`config.mk`:
```
export PLATFORM = sky130hd
export DESIGN_NAME = rom_arbiter_flat
export DESIGN_NICKNAME = d
export VERILOG_FILES = /design/src/rtl/rom_arbiter_if.sv /design/src/rtl/rom_arbiter.sv /design/src/flat_wrapper.sv
export SDC_FILE = /design/constraint.sdc
export NUM_CORES = 1
export LEC_CHECK = 0
export CAP_MARGIN = 20
export CORE_ASPECT_RATIO = 1.4
export CORE_MARGIN = 1
export CORE_UTILIZATION = 61
export DETAILED_ROUTE_END_ITERATION = 8
export DONT_BUFFER_PORTS = 1
export PLACE_DENSITY = 0.77
export REMOVE_ABC_BUFFERS = 1
export SYNTH_ARGS = -nofsm -noshare
export SYNTH_HDL_FRONTEND = slang
export SYNTH_SLANG_ARGS = --single-unit
```
`constraint.sdc`:
```
create_clock -name clk -period 4.1 [get_ports clk]
set_clock_uncertainty 0.05 [all_clocks]
set_input_delay 0.41 -clock clk [delete_from_list [all_inputs] [get_ports clk]]
set_output_delay 0.41 -clock clk [all_outputs]
set_load 0.05 [all_outputs]
```
`src/rtl/rom_arbiter_if.sv`:
```
`default_nettype none
// ============================================================================
//  Module      : rom_arbiter_if
//  Description : Bundle of the requester handshakes (F and D) and the ROM
//                port of the two-requester ROM arbiter.
//                slave  - arbiter side
//                master - requesters + ROM side
//  Ports       : f_req_i/f_addr_i/f_grant_o/f_valid_o/f_data_o   fetch unit
//                d_req_i/d_addr_i/d_grant_o/d_valid_o/d_data_o   data reader
//                rom_addr_o/rom_value_i                          program ROM
//  Revision    : 1.0 - initial release
// ============================================================================
interface rom_arbiter_if #(
    parameter int WORD_SIZE = 20,
    parameter int ADDR_SIZE = 16
);
    logic                 f_req_i;
    logic [ADDR_SIZE-1:0] f_addr_i;
    logic                 f_grant_o;
    logic                 f_valid_o;
    logic [WORD_SIZE-1:0] f_data_o;

    logic                 d_req_i;
    logic [ADDR_SIZE-1:0] d_addr_i;
    logic                 d_grant_o;
    logic                 d_valid_o;
    logic [WORD_SIZE-1:0] d_data_o;

    logic [ADDR_SIZE-1:0] rom_addr_o;
    logic [WORD_SIZE-1:0] rom_value_i;

    modport slave (
        input  f_req_i, f_addr_i, d_req_i, d_addr_i, rom_value_i,
        output f_grant_o, f_valid_o, f_data_o,
        output d_grant_o, d_valid_o, d_data_o,
        output rom_addr_o
    );

    modport master (
        output f_req_i, f_addr_i, d_req_i, d_addr_i, rom_value_i,
        input  f_grant_o, f_valid_o, f_data_o,
        input  d_grant_o, d_valid_o, d_data_o,
        input  rom_addr_o
    );
endinterface
`default_nettype wire

```
`src/rtl/rom_arbiter.sv`:
```
`default_nettype none
// ============================================================================
//  Module      : rom_arbiter
//  Description : Shares one single-port, one-cycle-latency program ROM
//                between the fetch unit (F) and the data-table reader (D).
//                At most one grant per cycle; round-robin on ties, or F
//                always wins when FETCH_PRIORITY != 0. The returned word is
//                steered to the requester granted in the previous cycle.
//  Ports       : clk    - system clock, rising edge
//                reset  - asynchronous, active-high reset
//                bus    - rom_arbiter_if.slave (requester handshakes + ROM)
//  Revision    : 1.0 - initial release
// ============================================================================
module rom_arbiter #(
    parameter int WORD_SIZE      = 20,
    parameter int ADDR_SIZE      = 16,
    parameter int FETCH_PRIORITY = 0
) (
    input  wire logic     clk,
    input  wire logic     reset,
    rom_arbiter_if.slave  bus
);

    // Requester identifiers, used both for the last-grant pointer and for
    // the response tag.
    localparam logic [0:0] REQ_F = 1'b0;
    localparam logic [0:0] REQ_D = 1'b1;

    logic [0:0]           last_q,      last_d;
    logic [ADDR_SIZE-1:0] addr_hold_q, addr_hold_d;
    logic                 rsp_valid_q, rsp_valid_d;
    logic [0:0]           rsp_tag_q,   rsp_tag_d;
    logic [WORD_SIZE-1:0] f_data_q,    f_data_d;
    logic [WORD_SIZE-1:0] d_data_q,    d_data_d;

    logic                 tie_to_f;
    logic                 f_win;
    logic                 d_win;
    logic                 any_grant;
    logic [ADDR_SIZE-1:0] rom_addr;
    logic                 f_valid;
    logic                 d_valid;

    // Who wins when both request in the same cycle.
    generate
        if (FETCH_PRIORITY != 0) begin : g_fixed_prio
            assign tie_to_f = 1'b1;
        end else begin : g_round_robin
            assign tie_to_f = (last_q == REQ_D);
        end
    endgenerate

    // F wins whenever it is alone or wins the tie; D takes whatever is left,
    // which makes the two grants mutually exclusive by construction.
    assign f_win     = bus.f_req_i & (~bus.d_req_i | tie_to_f);
    assign d_win     = bus.d_req_i & ~f_win;
    assign any_grant = f_win | d_win;

    // Idle cycles replay the last granted address so the ROM input is quiet.
    always_comb begin
        rom_addr = addr_hold_q;
        if (f_win) begin
            rom_addr = bus.f_addr_i;
        end else if (d_win) begin
            rom_addr = bus.d_addr_i;
        end
    end

    // Response side: the word on rom_value_i belongs to last cycle's grant.
    assign f_valid = rsp_valid_q & (rsp_tag_q == REQ_F);
    assign d_valid = rsp_valid_q & (rsp_tag_q == REQ_D);

    always_comb begin
        last_d      = last_q;
        addr_hold_d = addr_hold_q;
        rsp_valid_d = any_grant;
        rsp_tag_d   = d_win ? REQ_D : REQ_F;
        f_data_d    = f_data_q;
        d_data_d    = d_data_q;

        if (any_grant) begin
            last_d      = d_win ? REQ_D : REQ_F;
            addr_hold_d = rom_addr;
        end
        if (f_valid) begin
            f_data_d = bus.rom_value_i;
        end
        if (d_valid) begin
            d_data_d = bus.rom_value_i;
        end
    end

    always_ff @(posedge clk or posedge reset) begin
        if (reset) begin
            last_q      <= REQ_D;           // F wins the first tie
            addr_hold_q <= '0;
            rsp_valid_q <= 1'b0;            // drops any in-flight read
            rsp_tag_q   <= REQ_F;
            f_data_q    <= '0;
            d_data_q    <= '0;
        end else begin
            last_q      <= last_d;
            addr_hold_q <= addr_hold_d;
            rsp_valid_q <= rsp_valid_d;
            rsp_tag_q   <= rsp_tag_d;
            f_data_q    <= f_data_d;
            d_data_q    <= d_data_d;
        end
    end

    assign bus.f_grant_o  = f_win;
    assign bus.d_grant_o  = d_win;
    assign bus.rom_addr_o = rom_addr;
    assign bus.f_valid_o  = f_valid;
    assign bus.d_valid_o  = d_valid;
    // Same-cycle passthrough while valid, otherwise the held word.
    assign bus.f_data_o   = f_valid ? bus.rom_value_i : f_data_q;
    assign bus.d_data_o   = d_valid ? bus.rom_value_i : d_data_q;

endmodule
`default_nettype wire
```
`src/flat_wrapper.sv`:
```
// flat-port wrapper written by rule: the top's interface ports become plain ports
module rom_arbiter_flat 
#(
    parameter int WORD_SIZE      = 20,
    parameter int ADDR_SIZE      = 16,
    parameter int FETCH_PRIORITY = 0
)
  (clk, reset, bus_f_req_i, bus_f_addr_i, bus_d_req_i, bus_d_addr_i, bus_rom_value_i, bus_f_grant_o, bus_f_valid_o, bus_f_data_o, bus_d_grant_o, bus_d_valid_o, bus_d_data_o, bus_rom_addr_o);
  rom_arbiter_if #(.WORD_SIZE(WORD_SIZE), .ADDR_SIZE(ADDR_SIZE)) bus_i ();
  input  wire logic clk;
  input  wire logic reset;
  input wire logic [$bits(bus_i.f_req_i)-1:0] bus_f_req_i;
  input wire logic [$bits(bus_i.f_addr_i)-1:0] bus_f_addr_i;
  input wire logic [$bits(bus_i.d_req_i)-1:0] bus_d_req_i;
  input wire logic [$bits(bus_i.d_addr_i)-1:0] bus_d_addr_i;
  input wire logic [$bits(bus_i.rom_value_i)-1:0] bus_rom_value_i;
  output wire logic [$bits(bus_i.f_grant_o)-1:0] bus_f_grant_o;
  output wire logic [$bits(bus_i.f_valid_o)-1:0] bus_f_valid_o;
  output wire logic [$bits(bus_i.f_data_o)-1:0] bus_f_data_o;
  output wire logic [$bits(bus_i.d_grant_o)-1:0] bus_d_grant_o;
  output wire logic [$bits(bus_i.d_valid_o)-1:0] bus_d_valid_o;
  output wire logic [$bits(bus_i.d_data_o)-1:0] bus_d_data_o;
  output wire logic [$bits(bus_i.rom_addr_o)-1:0] bus_rom_addr_o;
  assign bus_i.f_req_i = bus_f_req_i;
  assign bus_i.f_addr_i = bus_f_addr_i;
  assign bus_i.d_req_i = bus_d_req_i;
  assign bus_i.d_addr_i = bus_d_addr_i;
  assign bus_i.rom_value_i = bus_rom_value_i;
  assign bus_f_grant_o = bus_i.f_grant_o;
  assign bus_f_valid_o = bus_i.f_valid_o;
  assign bus_f_data_o = bus_i.f_data_o;
  assign bus_d_grant_o = bus_i.d_grant_o;
  assign bus_d_valid_o = bus_i.d_valid_o;
  assign bus_d_data_o = bus_i.d_data_o;
  assign bus_rom_addr_o = bus_i.rom_addr_o;
  rom_arbiter #(.WORD_SIZE(WORD_SIZE), .ADDR_SIZE(ADDR_SIZE), .FETCH_PRIORITY(FETCH_PRIORITY)) u_core (.clk(clk), .reset(reset), .bus(bus_i));
endmodule
```
== After elaboration in Yosys (flattened, before gate mapping) ==
Cells that the tools add are included.

* Multiplexer cells: 5
* Bitwise logic cells: 9

{| class="wikitable"
|+ Operators with widths
! operator !! number
|-
| 20-bit two-way mux || 2
|-
| 16-bit two-way mux || 2
|-
| 1-bit bitwise AND || 4
|-
| 1-bit NOT || 3
|-
| 1-bit bitwise OR || 2
|-
| 1-bit two-way mux || 1
|}

* Register bits: 59
* Input port bits: 56
* Logic and storage cells: 20

== Depth between registers and ports, before layout ==
Gate-level depths: netlist of run 1.

* Depth in word-level cells: 7
* Depth in mapped cells: 6

== Worst setup path after synthesis of run 1 ==
OpenSTA, ideal clock, no wires.

* Path type: in2out
* Start: input bus_f_req_i
* End: output bus_f_grant_o
* Arrival: 1,905 ps
* Setup slack: 1,735 ps
* Cell stages on the path: 4
* Buffers on the path: 3
* Cell sequence: buf_6 > buf_6 > buf_6 > a21boi_0

* Longest elaborated chain between the ends: 1

{| class="wikitable"
|+ RTL lines
! item !! RTL line !! text
|-
| start: declaration || flat_wrapper.sv:12 || <nowiki>input wire logic [$bits(bus_i.f_req_i)-1:0] bus_f_req_i;</nowiki>
|-
| 1-bit bitwise AND || rom_arbiter.sv:55 || <nowiki>assign f_win = bus.f_req_i & (~bus.d_req_i | tie_to_f);</nowiki>
|-
| end: declaration || flat_wrapper.sv:17 || <nowiki>output wire logic [$bits(bus_i.f_grant_o)-1:0] bus_f_grant_o;</nowiki>
|}

Every way passes these cells.

== Final worst setup path of run 1 ==
* Start: register u_core.last_q
* End: output bus_rom_addr_o[15]

* Longest elaborated chain between the ends: 6

{| class="wikitable"
|+ RTL lines
! item !! RTL line !! text
|-
| start: declaration || rom_arbiter.sv:29 || <nowiki>logic [0:0] last_q, last_d;</nowiki>
|-
| start signal: assignment || rom_arbiter.sv:102 || <nowiki>last_q <= last_d;</nowiki>
|-
| 1-bit bitwise OR (*) || rom_arbiter.sv:55 ||
|-
| 1-bit bitwise AND (*) || rom_arbiter.sv:55 ||
|-
| 1-bit NOT || rom_arbiter.sv:56 || <nowiki>assign d_win = bus.d_req_i & ~f_win;</nowiki>
|-
| 1-bit bitwise AND || rom_arbiter.sv:56 ||
|-
| 16-bit two-way mux || rom_arbiter.sv:64 || <nowiki>end else if (d_win) begin</nowiki>
|-
| 16-bit two-way mux (*) || rom_arbiter.sv:62 || <nowiki>if (f_win) begin</nowiki>
|-
| end: declaration || flat_wrapper.sv:23 || <nowiki>output wire logic [$bits(bus_i.rom_addr_o)-1:0] bus_rom_addr_o;</nowiki>
|}

Every way passes the cells marked *; elsewhere a longest branch is shown, timed or not.

==> flow_metrics.tcl, run 1 <==
set metrics [dict create \
    dp_hpwl_mm 3.56 \
    slowest_stage "nor2_1" \
    die_width_um 57.1 \
    r2r-start "u_core.rsp_tag_q" \
    diodes 0 \
    met2_usage 0.420 \
    ys_ff_latch 59 \
    powerDensity_mw_per_mm2 619 \
    hold_end "u_core.rsp_valid_q" \
    internal_power_uw 1010 \
    power_frac_seq 0.412 \
    tns_ns 0 \
    drtAntennaViolNets 0 \
    violations "design-rule violations" \
    post_dp_cell_area_mm2 0.00257 \
    critPathRequiredTime_ns 3.64 \
    finalWirelength_mm 4.86 \
    crit_chain "a21bo_1 -> o22ai_1 -> nor2_1" \
    clk_latency_ns 0.31 \
    grt_overflow 0 \
    rsz0062_at_grt "no" \
    worstHoldStart "bus_f_req_i" \
    crit_fanout 17 \
    ctsLongestPathBuffers 2 \
    num_io_pins 116 \
    clock-sinks 59 \
    syn-instance-count 203 \
    synth_area_per_cell_um2 12.8 \
    core_mm2 0.00402 \
    grt_pass1_vias 1716 \
    yosysSeqAreaShare 0.569 \
    path_class "reg -> out" \
    port_buffers 0 \
    fmax_mhz 352 \
    setup_viol 0 \
    cts.clk_slew.worst_paths_ns 0.06 \
    dieArea_mm2 0.00452 \
    place_congestion 0.734 \
    whs_path_depth 1 \
    syn_to_final_growth_pct 5.54 \
    grt-busiest-layer "met2" \
    avgViaCountPerCell 6.32 \
    wl_per_cell_um 19.4 \
    htreeDepth 3 \
    drc 16 \
    relSlewSlack 0.302 \
    initial_core_util 0.646 \
    via_count 1586 \
    cpPeakStageDelay_ns 0.73 \
    yosys_warnings 0 \
    power.share.switching 0.403 \
    rrSetupSlack_ns 2.12 \
    rr_endpoint "u_core.f_data_q[11]" \
    fin_crit_ns 2.84 \
    root_buffer "clkbuf_8" \
    grt_usage 0.236 \
    status "finished with violations" \
    antenna_found_initial 0 \
    final_layout_size_suffix_gt1_frac 0.327 \
    crit_path_start_kind "register" \
    use_met3 0.101 \
    comb_power_share 0.335 \
    peakVddDrop_mv 0.385 \
    final_area_mm2 0.00274 \
    fp.dieH_um 79.2 \
    hold_viol 0 \
    fp-row-count 27 \
    cap_violations 0 \
    worst_setup_path_end_kind "output pin" \
    syn_area_mm2 0.00259 \
    rr_worst_depth 2 \
    post_cts_buffers 0 \
    grt_pass1_wl_mm 7.87 \
    min-delay-path-class "in -> reg" \
    leakagePower_uw 0.00115 \
    drt-initial-drc-count 35 \
    grt.met1_usage 0.232 \
    fin_crit_sh 0.694 \
    numCtsBuffers 9 \
    final_util 0.681 \
    synth_cell_types 18 \
    cts_tree "built" \
    power_switching_uw 684 \
    arrival_ns 2.38 \
    layout.nets 260 \
    worstMarginPinSlew_ns 1.04 \
    firstDrtPassIters 6 \
    p_clk_frac 0.252 \
    drv_slew 0 \
    grt_max_degree 37 \
]
==> worst max-delay path, delay by kind of cell (launching register included) <==
family          cells  cell delay, ns
flops               1            0.56
simple gates        1            0.73
compound gates      2            0.77
==> cell usage in the layout, fill, tap and decap left out <==
cell type and instances:
clkbuf_1 2, a21bo_1 1, or2_2 1, nor2b_1 16, inv_1 3, dfstp_2 1, mux2_2 40, nand2_1 2
a211oi_1 16, clkbuf_8 10, o22ai_2 9, buf_4 1, dlygate4sd3_1 1, buf_12 1, inv_2 1, o21a_1 1
clkinv_2 3, dfrtp_1 58, nor2b_2 1, nor2_1 32, a21boi_1 1, o22ai_1 7
==> area by class of cell <==
class                           instances  area [um2]
Sequential cell                        59        1480
Tap cell                               43        53.8
Clock inverter                          3        15.0
Fill cell                             305        1280
Timing Repair Buffer                    3        37.5
Clock buffer                           12         145
Multi-Input combinational cell        127         995
Inverter                                4        15.0
==> kinds of logic after synthesis <==
kind of cell	Yosys count	share of synthesized area
AO/OA/AOI/OAI	35	0.116
AND/OR/NAND/NOR	52	0.0926
buffers and inverters	17	0.0482
multiplexers	40	0.174
flip-flops	59	0.569
==> power groups by stage <==
stage | clock network [uW] | logic (uW) | registers (uW)
after floorplan | 0 | 528 | 698
after global placement | 0 | 560 | 703
after detailed placement | 0 | 573 | 710
after CTS | 439 | 574 | 700
after global routing | 466 | 591 | 708
final | 428 | 569 | 699
==> per-stage QoR <==
stage          total power, uW  hold WS [ns]  instances  setup slack (ns)
6_report                  1700         0.152        251              1.26
5_1_grt                   1770         0.127        251              1.12
4_1_cts                   1710         0.137        251              1.21
3_5_place_dp              1280         0.320        235              1.57
3_3_place_gp              1260         0.472        234              1.64
2_1_floorplan             1230         0.469        190              1.11
==> sequential cells by signal, summed over array words and instances, names as in the netlist <==
register / count
u_core.addr_hold_q: 16
u_core.last_q: 1
u_core.rsp_tag_q: 1
u_core.d_data_q: 20
u_core.rsp_valid_q: 1
u_core.f_data_q: 20
==> worst max path at each step <==
| stage | start | endpoint | slack, ns | cells after the start |
|---|---|---|---|---|
| after floorplan | u_core.rsp_tag_q | bus_f_data_o[0] | 1.11 | 2 |
| after global placement | u_core.last_q | bus_rom_addr_o[15] | 1.64 | 3 |
| after detailed placement | u_core.last_q | bus_rom_addr_o[15] | 1.57 | 3 |
| after CTS | u_core.last_q | bus_rom_addr_o[15] | 1.21 | 3 |
| after global routing | u_core.last_q | bus_rom_addr_o[15] | 1.12 | 3 |
| final | u_core.last_q | bus_rom_addr_o[15] | 1.26 | 3 |
==> what timing repair did <==
item | 4_1_cts | 5_1_grt
hold buffers | 1 | 0
resized for setup | 0 | 0
hold endpoints to repair | 24 | 0
==> cell usage after synthesis, drive strengths merged <==
master | instances | area [um2]
dfrtp | 58 | 1450
mux2 | 40 | 450
nor2 | 32 | 120
nor2b | 17 | 106
a211oi | 16 | 120
o22ai | 16 | 156
buf | 13 | 110
inv | 4 | 15.0
nand2 | 2 | 7.51
a21bo | 1 | 10.0
a21boi | 1 | 7.51
dfstp | 1 | 26.3
o21a | 1 | 7.51
or2 | 1 | 6.26
==> routing by layer <==
metal	up-vias	share of wire	wire length, um
met4	0	0.021	102
met2	94	0.54	2600
li1	712	-	-
met1	768	0.35	1690
met5	-	0	0
met3	12	0.096	466
Power figures use the tool's default switching activity.
==> inputs of run 2 (changes only) <==
==> constraint.sdc (replaced) <==
create_clock -name clk -period 2.95 [get_ports clk]
set_clock_uncertainty 0.05 [all_clocks]
set_input_delay 0.295 -clock clk [delete_from_list [all_inputs] [get_ports clk]]
set_output_delay 0.295 -clock clk [all_outputs]
set_load 0.05 [all_outputs]
==> flow_metrics.tcl, run 2 (synthesized netlist as in run 1, its figures left out) <==
set metrics [dict create \
    grt_overflow 0 \
    core_mm2 0.00402 \
    grt_pass1_vias 1735 \
    leakagePower_uw 0.00125 \
    rrSetupSlack_ns 1.11 \
    cts_resized 0 \
    worst-path-stages 4 \
    cap_violations 0 \
    htreeDepth 3 \
    peakVddDrop_mv 0.578 \
    die_width_um 57.1 \
    arrival_ns 2.02 \
    path_buf_inv 1 \
    crit_path_start_kind "register" \
    port_buffers 0 \
    rr_endpoint "u_core.rsp_tag_q" \
    power.share.switching 0.383 \
    firstDrtPassIters 6 \
    mostFrequentLayoutCells "dfrtp_1, mux2_2, nor2_1, buf_4" \
    hold_viol 0 \
    critPathTopFamily "compound AO/OA/AOI/OAI gates" \
    syn_to_final_growth_pct 12.5 \
    worstMarginPinSlew_ns 0.886 \
    dpl.cell_count 252 \
    r2r-start "u_core.last_q" \
    finalWirelength_mm 5.17 \
    cpPeakStageDelay_ns 0.56 \
    fmax_mhz 422 \
    path_class "reg -> out" \
    grt_max_degree 37 \
    fp.dieH_um 79.2 \
    relSlewSlack 0.408 \
    cts_tree "built" \
    fin_crit_sh 0.803 \
    rsz0062_at_grt "no" \
    drv_slew 0 \
    worstHoldStart "bus_f_req_i" \
    instances_no_fill 269 \
    comb_power_share 0.327 \
    min-delay-path-class "in -> reg" \
    final_layout_size_suffix_gt1_frac 0.389 \
    avgViaCountPerCell 6.05 \
    p_clk_frac 0.295 \
    layout.nets 277 \
    rr_worst_depth 2 \
    root_buffer "clkbuf_8" \
    startpoint "u_core.last_q" \
    diodes 0 \
    drc 16 \
    ctsLongestPathBuffers 2 \
    worst_setup_path_end_kind "output pin" \
    violations "design-rule violations" \
    wl_per_cell_um 19.2 \
    fp-row-count 27 \
    numCtsBuffers 9 \
    setup_viol 0 \
    fin_total_pwr_uw 2570 \
    power_frac_seq 0.378 \
    clk_latency_ns 0.32 \
    grt_usage 0.244 \
    initial_core_util 0.646 \
    drtAntennaViolNets 0 \
    slowest_stage "a21bo_1" \
    antenna_found_initial 0 \
    dieArea_mm2 0.00452 \
    whs_path_depth 1 \
    tns_ns 0 \
    post_cts_buffers 0 \
    crit_fanout 17 \
    dp_hpwl_mm 3.62 \
    clock-sinks 59 \
    crit_chain "a21bo_1 -> o22ai_2 -> nor2_1 -> buf_4" \
    top_regs "u_core.d_data_q (20), u_core.f_data_q (20), u_core.addr_hold_q (16)" \
    status "finished with violations" \
    powerDensity_mw_per_mm2 879 \
    fin_crit_ns 2.37 \
    internal_power_uw 1580 \
    power_switching_uw 984 \
    grt_pass1_wl_mm 8.11 \
    num_io_pins 116 \
    via_count 1628 \
    final_util 0.726 \
    place_congestion 0.777 \
    hold_end "u_core.rsp_valid_q" \
    critPathRequiredTime_ns 2.61 \
    final_common_cell "dfrtp_1" \
    cts.clk_slew.worst_paths_ns 0.06 \
    drt-initial-drc-count 60 \
]
## run 2: timing repair
| action | 4_1_cts | 5_1_grt |
|---|---|---|
| endpoints found under the setup margin | 0 | 0 |
| hold endpoints to repair | 28 | 0 |
| hold buffers | 1 | 0 |
## run 2: worst max-delay path by stage
stage | end | slack, ns
after global routing | bus_rom_addr_o[12] | 0.46
final | bus_rom_addr_o[12] | 0.58
after detailed placement | bus_rom_addr_o[15] | 0.93
after floorplan | bus_f_data_o[0] | 0.08
after CTS | bus_rom_addr_o[15] | 0.56
after global placement | bus_rom_addr_o[15] | 1.0
## run 2: per-layer routing
layer,up-vias,global-route usage,wire length (um)
met5,-,0,0
met3,8,0.0896,440
li1,742,-,-
met2,87,0.409,2730
met4,0,0.112,70
met1,791,0.273,1930
## run 2: power by group through the flow
stage          logic, uW  registers, uW  clock network, uW
5_1_grt              870            983                814
3_5_place_dp         841            985                  0
2_1_floorplan        734            970                  0
4_1_cts              844            971                776
6_report             839            970                757
3_3_place_gp         821            976                  0
## run 2: area by class of cell
cell class | count | area (um2)
Clock buffer | 12 | 165
Inverter | 4 | 15.0
Timing Repair Buffer | 20 | 165
Clock inverter | 4 | 47.5
Fill cell | 275 | 1100
Multi-Input combinational cell | 127 | 995
Tap cell | 43 | 53.8
Sequential cell | 59 | 1480
## run 2: through the flow
step	setup WS [ns]	hold slack [ns]	area [um2]
after CTS	0.559	0.0212	2920
after floorplan	0.0763	0.354	2480
after global placement	0.999	0.358	2680
after global routing	0.457	0.0205	2920
after detailed placement	0.929	0.236	2700
final	0.582	0.0358	2920
==> inputs of run 3 (changes only) <==
--- a/config.mk
+++ b/config.mk
@@ -8,10 +8,10 @@
 export CAP_MARGIN = 20
 export CORE_ASPECT_RATIO = 1.4
 export CORE_MARGIN = 1
-export CORE_UTILIZATION = 61
+export CORE_UTILIZATION = 56
 export DETAILED_ROUTE_END_ITERATION = 8
 export DONT_BUFFER_PORTS = 1
-export PLACE_DENSITY = 0.77
+export PLACE_DENSITY = 0.74
 export REMOVE_ABC_BUFFERS = 1
 export SYNTH_ARGS = -nofsm -noshare
 export SYNTH_HDL_FRONTEND = slang
==> constraint.sdc (replaced) <==
create_clock -name clk -period 2 [get_ports clk]
set_clock_uncertainty 0.05 [all_clocks]
set_input_delay 0.2 -clock clk [delete_from_list [all_inputs] [get_ports clk]]
set_output_delay 0.2 -clock clk [all_outputs]
set_load 0.05 [all_outputs]
==> flow_metrics.tcl, run 3 (synthesized netlist as in run 1, its figures left out) <==
set metrics [dict create \
    root_buffer "clkbuf_8" \
    status "completed" \
    grt_pass1_wl_mm 7.80 \
    fmax_mhz 516 \
    dieArea_mm2 0.00491 \
    arrival_ns 1.69 \
    antenna_found_initial 0 \
    drt-initial-drc-count 53 \
    dp_hpwl_mm 3.59 \
    firstDrtPassIters 4 \
    core_mm2 0.00434 \
    clk_latency_ns 0.32 \
    crit_fanout 17 \
    via_count 1714 \
    grt_max_degree 37 \
    top_regs "u_core.d_data_q (20), u_core.f_data_q (20), u_core.addr_hold_q (16)" \
    clock-sinks 59 \
    cts_tree "built" \
    htreeDepth 3 \
    path_class "reg -> out" \
    mostFrequentLayoutCells "dfrtp_1, mux2_2, nor2_1, buf_4" \
    cap_violations 0 \
    cts.clk_slew.worst_paths_ns 0.06 \
    setup_viol 0 \
    grt_usage 0.220 \
    grt_overflow 0 \
    final_common_cell "dfrtp_1" \
    grt_pass1_vias 1809 \
    initial_core_util 0.597 \
    fin_crit_ns 1.94 \
    min-delay-path-class "in -> reg" \
    crit_path_start_kind "register" \
    drv_slew 0 \
    num_io_pins 116 \
    fin_total_pwr_uw 3610 \
    rsz0062_at_grt "no" \
    numCtsBuffers 9 \
    final_layout_size_suffix_gt1_frac 0.380 \
    fin_crit_sh 0.969 \
    fp-row-count 28 \
    drc 0 \
    worst_setup_path_end_kind "output pin" \
    whs_ns 0.00941 \
    port_buffers 0 \
    worstMarginPinSlew_ns 0.605 \
    avgViaCountPerCell 5.68 \
    die_width_um 59.5 \
    leakagePower_uw 0.00130 \
    hold_viol 0 \
    ctsLongestPathBuffers 2 \
    powerDensity_mw_per_mm2 1180 \
    drtAntennaViolNets 0 \
    fill_cells 339 \
    layout.nets 294 \
    finalWirelength_mm 5.33 \
    wl_per_cell_um 17.6 \
    diodes 0 \
    place_congestion 0.768 \
    critPathRequiredTime_ns 1.75 \
    fp.dieH_um 82.5 \
    syn_to_final_growth_pct 17.9 \
    peakVddDrop_mv 0.685 \
    post_cts_buffers 0 \
    rrSetupSlack_ns 0.51 \
    relSlewSlack 0.596 \
]
run 3: what timing repair did:
action                     in CTS  in global routing
hold endpoints to repair       38                  0
hold buffers                   13                  0
resized for setup               0                  2
setup endpoints to repair       0                  9
run 3: area by class of cell:
class | count | area, um2 | share of cell area
timing repair buffer | 37 | 330 | 0.108
tap | 60 | 75.1 | 0.0245
multi-input combinational | 127 | 995 | 0.325
inverter | 4 | 15.0 | 0.00491
sequential | 59 | 1480 | 0.483
clock inverter | 5 | 30.0 | 0.00981
clock buffer | 10 | 138 | 0.0450
run 3: through the flow:
stage | worst slack (ns) | cell area (um2) | TNS [ns] | cells | util
floorplan | -0.779 | 2480 | -31.07 | 190 | -
global placement | 0.457 | 2760 | 0 | 274 | 0.634
detailed placement | 0.410 | 2760 | 0 | 274 | 0.634
CTS | 0.0562 | 3050 | 0 | 302 | 0.703
global route | 0.00777 | 3060 | 0 | 302 | 0.704
finish | 0.0614 | 3060 | 0 | 302 | 0.704
run 3: routing by layer:
metal	track usage	share of wire	wire length, um
met2	0.415	0.54	2860
met1	0.203	0.35	1870
met5	0	0	0
met4	0.135	0.023	120
met3	0.0623	0.089	474
run 3: worst paths after layout:
kind                                  startpoint                    end  depth (start not counted)
min in group asynchronous                  reset    u_core.f_data_q[11]                          2
worst min-delay path                 bus_d_req_i  u_core.addr_hold_q[3]                          2
max in group asynchronous                  reset    u_core.f_data_q[12]                          3
worst min register to register     u_core.last_q          u_core.last_q                          1
worst max-delay path               u_core.last_q     bus_rom_addr_o[15]                          5
worst max register to register  u_core.rsp_tag_q     u_core.f_data_q[8]                          3
run 3: worst max-delay path, cell delays in order (launching register included):
cell	delay [ns]
dfstp_2	0.56
a21bo_1	0.12
buf_6	0.19
o22ai_1	0.13
nor2_1	0.17
buf_6	0.19
run 3: power breakdown:
group	internal (uW)	switching (uW)	total [uW]	leakage (uW)
Sequential	1380	50.6	1430	0.000685
Combinational	308	970	1280	0.000535
Clock	468	432	900	0.0000839
Total	2160	1450	3610	0.00130
